--- src/rtl/mem_fifo_buffer.sv ---
// mem_fifo_buffer: parametrised synchronous FIFO with a registered read port,
// fill level, full/empty, programmable almost-full/almost-empty thresholds and
// sticky overflow/underflow flags. Rate-decoupling buffer between the
// FSM/mux datapath and downstream consumers.
module mem_fifo_buffer #(
   parameter int unsigned WORD_SIZE        = 4,
   parameter int unsigned ADDR_WIDTH       = 2,
   parameter int unsigned ALMOST_FULL_LVL  = 3,
   parameter int unsigned ALMOST_EMPTY_LVL = 1
) (
   input  logic                  clk,
   input  logic                  reset,
   input  logic                  wr_en,
   input  logic [WORD_SIZE-1:0]  data_in,
   input  logic                  rd_en,
   output logic [WORD_SIZE-1:0]  data_out,
   output logic                  valid_out,
   output logic                  full,
   output logic                  empty,
   output logic                  almost_full,
   output logic                  almost_empty,
   output logic [ADDR_WIDTH:0]   fill_level,
   output logic                  overflow,
   output logic                  underflow
);

   localparam int unsigned DEPTH = 2 ** ADDR_WIDTH;

   // Thresholds sized to the counter so the decodes compare equal widths.
   localparam logic [ADDR_WIDTH:0] FULL_CNT = {1'b1, {ADDR_WIDTH{1'b0}}};
   localparam logic [ADDR_WIDTH:0] AF_CNT   = ALMOST_FULL_LVL[ADDR_WIDTH:0];
   localparam logic [ADDR_WIDTH:0] AE_CNT   = ALMOST_EMPTY_LVL[ADDR_WIDTH:0];

   logic [WORD_SIZE-1:0]  mem [DEPTH];
   logic [ADDR_WIDTH-1:0] wr_ptr;
   logic [ADDR_WIDTH-1:0] rd_ptr;
   logic [ADDR_WIDTH:0]   fill_next;
   logic                  wr_acc;
   logic                  rd_acc;

   // Status flags decode the registered count only.
   assign full         = (fill_level == FULL_CNT);
   assign empty        = (fill_level == '0);
   assign almost_full  = (fill_level >= AF_CNT);
   assign almost_empty = (fill_level <= AE_CNT);

   // A full FIFO still takes a write when the same edge pops a word.
   assign rd_acc = rd_en && !empty;
   assign wr_acc = wr_en && (!full || rd_acc);

   // Count update: simultaneous push and pop cancel out.
   always_comb begin
      fill_next = fill_level;
      unique case ({wr_acc, rd_acc})
         2'b10:   fill_next = fill_level + 1'b1;
         2'b01:   fill_next = fill_level - 1'b1;
         default: fill_next = fill_level;
      endcase
   end

   // Storage array: no reset, contents are unobservable while empty.
   always_ff @(posedge clk) begin
      if (reset && wr_acc) begin
         mem[wr_ptr] <= data_in;
      end
   end

   // Pointers, count, registered read port and sticky error flags.
   always_ff @(posedge clk or negedge reset) begin
      if (!reset) begin
         wr_ptr     <= '0;
         rd_ptr     <= '0;
         fill_level <= '0;
         data_out   <= '0;
         valid_out  <= 1'b0;
         overflow   <= 1'b0;
         underflow  <= 1'b0;
      end else begin
         fill_level <= fill_next;
         valid_out  <= rd_acc;
         if (wr_acc) begin
            wr_ptr <= wr_ptr + 1'b1;
         end
         if (rd_acc) begin
            rd_ptr   <= rd_ptr + 1'b1;
            data_out <= mem[rd_ptr];
         end
         if (wr_en && !wr_acc) begin
            overflow <= 1'b1;
         end
         if (rd_en && !rd_acc) begin
            underflow <= 1'b1;
         end
      end
   end

endmodule

--- config.mk ---
export PLATFORM = sky130hd
export DESIGN_NAME = mem_fifo_buffer
export DESIGN_NICKNAME = d
export VERILOG_FILES = /design/src/rtl/mem_fifo_buffer.sv
export SDC_FILE = /design/constraint.sdc
export NUM_CORES = 1
export LEC_CHECK = 0
export CORE_UTILIZATION = 45
export DETAILED_ROUTE_END_ITERATION = 10
export HOLD_SLACK_MARGIN = 0.05
export PLACE_DENSITY = 0.68
export SYNTH_ARGS = -nofsm -noshare
export SYNTH_HDL_FRONTEND = slang
export SYNTH_SLANG_ARGS = --single-unit
--- constraint.sdc ---
create_clock -name clk -period 5.3 [get_ports clk]
set_input_delay 0.795 -clock clk [delete_from_list [all_inputs] [get_ports clk]]
set_output_delay 0.795 -clock clk [all_outputs]
set_load 0.1 [all_outputs]
==> metrics <==
Final Hold Vio Count=0; Die X=56.0 µm; status=complete, no violations; fin util=0.585; post_cts resized=0; crit end category=output pin; Final #Nets=132; Placer Congestion=0.758; most area-hungry cell type in the Yosys netlist=edfxtp_1; first-pass GRT wire length=3.39 mm; met3 wire length=113 µm; reg-to-reg setup timing slack=3.36 ns; CTS Hold Bufs=0; die area=0.00314 mm²; initial core utilization=0.476; library cells used by synthesis=19; Cells after Synth=87; # rows=19; Seq/Total Area, Yosys=0.633; post-CTS setup buffers=0; Final Critical Period=3.17 ns; Avg WL per Cell=13.5 µm; Async SR Flop Fraction=0.467; HP Start=overflow; Final Max Tran Viols=0; CTS root buf=clkbuf_4; top cells by area, synth=edfxtp_1 37%, dfrtp_1 27%, ha_1 9.5%, mux4_2 6.9%, mux2_2 4.3%; DR pass1 iterations=4; total nets after synthesis=105; commonest cells after routing, fill and taps aside=21 x clkdlybuf4s50_1, 16 x edfxtp_1, 14 x dfrtp_1; total CTS buffers=5; Critical Path RT=4.51 ns; RR Startpoint=fill_level[0]; initial antenna violation count=0; synthesized flop and latch total=30; kind of critical path=reg -> out; Post-synth EDFFs=16; area grow syn2layout=23.0%; fmax=315 MHz; CTS clk-pin slew, worst paths=0.09 ns; measured slew at the worst slew-check pin=0.972 ns; CTS tree=built; # setup viols final=0; Slew headroom=0.350; max cap viols=0; Worst Reg-to-Reg Cells=8; vias in the first global route=758; Total GRT Usage=0.153; hold slack=0.458 ns; antenna fix cells=0; clock tree buffer depth=2; clk_skew=0.0131 ns; Syn. warnings=0; setup tns final=0 ns; clock sink count=30; Vias=736; CP Launch Type=flip-flop; Synth Cell Area=0.00131 mm²; H-tree depth=2; Tightest Hold Check Type=reg -> reg; Synth top area share=0.366; # IOs=22; final-layout fill cell count=224; DRT iter0 DRCs=22; Port-buffer cells=21; post-route design area=0.00161 mm²; critical path fanouts, max=5; Main synth FF type=edfxtp_1; Die Y=56.0 µm; commonest non-fill, non-tap cell in the layout=clkdlybuf4s50_1; RSZ-0062 raised after global routing=no; GRT overflow=0; WL met2=914 µm; DRC violations left=0; Hold Crit Endpoint=overflow; Tcrit/Tclk final=0.598; placed cell areas=0.00155 mm²; layout cell share with drive strength beyond 1=0.148; WP data arrival=2.38 ns; hpwl dp=1.46 mm; Clk Latency, worst-skew pair=0.33 ns; capturing point of the worst reg2reg path=fill_level[2]; WL final=1.97 mm; Synth Area per Inst=15.1 µm²; largest net degree at the start of global routing=19; post-route ant nets=0; wl on met1=895 µm; WHS Path Cells=1; top layer in use=met4; total core area=0.00276 mm²; via/cell ratio=5.04
worst max-delay path, stage by stage (launching register included):
cell and delay [ns]:
dfrtp_1 0.44, inv_1 0.13, ha_1 0.19, nand2b_1 0.10, inv_1 0.08, clkdlybuf4s50_1 1.12
cell type report:
cell class              instances  area, µm²  share of cell area
flip-flops and latches         30        831               0.515
multi-input cells              46        433               0.268
repair buffers                 21        210               0.130
clock buffers                   6       51.3              0.0318
well taps                      31       38.8              0.0240
inverters                      10       37.5              0.0233
clock inverters                 2       12.5             0.00775
registers in the layout, indices dropped and copies added (netlist names):
name and flops:
data_out 4, fill_level 3, mem 16, overflow 1
rd_ptr 2, underflow 1, valid_out 1, wr_ptr 2
synth_stat cells (2+ instances only):
cell and count:
a21o_1 2, a21oi_1 2, and3_1 4, dfrtp_1 14, edfxtp_1 16, ha_1 10
inv_1 10, mux2_2 5, mux4_2 4, nand2_1 3, nor2_1 4, o21ai_0 2
xnor2_1 5
layer usage:
| metal | vias to the layer above | track usage |
|---|---|---|
| met3 | 4 | 0.0721 |
| li1 | 360 | - |
| met1 | 351 | 0.184 |
| met5 | - | 0 |
| met4 | 0 | 0.0836 |
| met2 | 21 | 0.226 |
metrics by stage:
step | std cells | worst slack (ns)
4_1_cts | 146 | 2.11
5_1_grt | 146 | 2.02
6_report | 146 | 2.13
2_1_floorplan | 87 | 1.16
3_5_place_dp | 138 | 2.47
3_3_place_gp | 138 | 2.50
kinds of logic after synthesis:
family / Yosys count / synth area share
adders and majority gates: 10 / 0.0953
and+or+nand+nor: 13 / 0.0477
DFF: 30 / 0.633
AOI/OAI and AO/OA: 9 / 0.0420
muxes: 9 / 0.112
buffers and inverters: 11 / 0.0372
xor gates and xnor gates: 5 / 0.0334
how the worst max path moves through the flow:
stage | startpoint | endpoint | slack (ns) | depth (start not counted)
2_1_floorplan | fill_level[0] | almost_full | 1.16 | 2
3_3_place_gp | fill_level[0] | empty | 2.50 | 5
3_5_place_dp | fill_level[0] | empty | 2.47 | 5
4_1_cts | fill_level[0] | empty | 2.11 | 5
5_1_grt | fill_level[0] | empty | 2.02 | 5
6_report | fill_level[0] | empty | 2.13 | 5
Power is left out: the tool's default activity adds up to more than one toggle a clock period on the data nets, which glitch-free logic cannot reach.
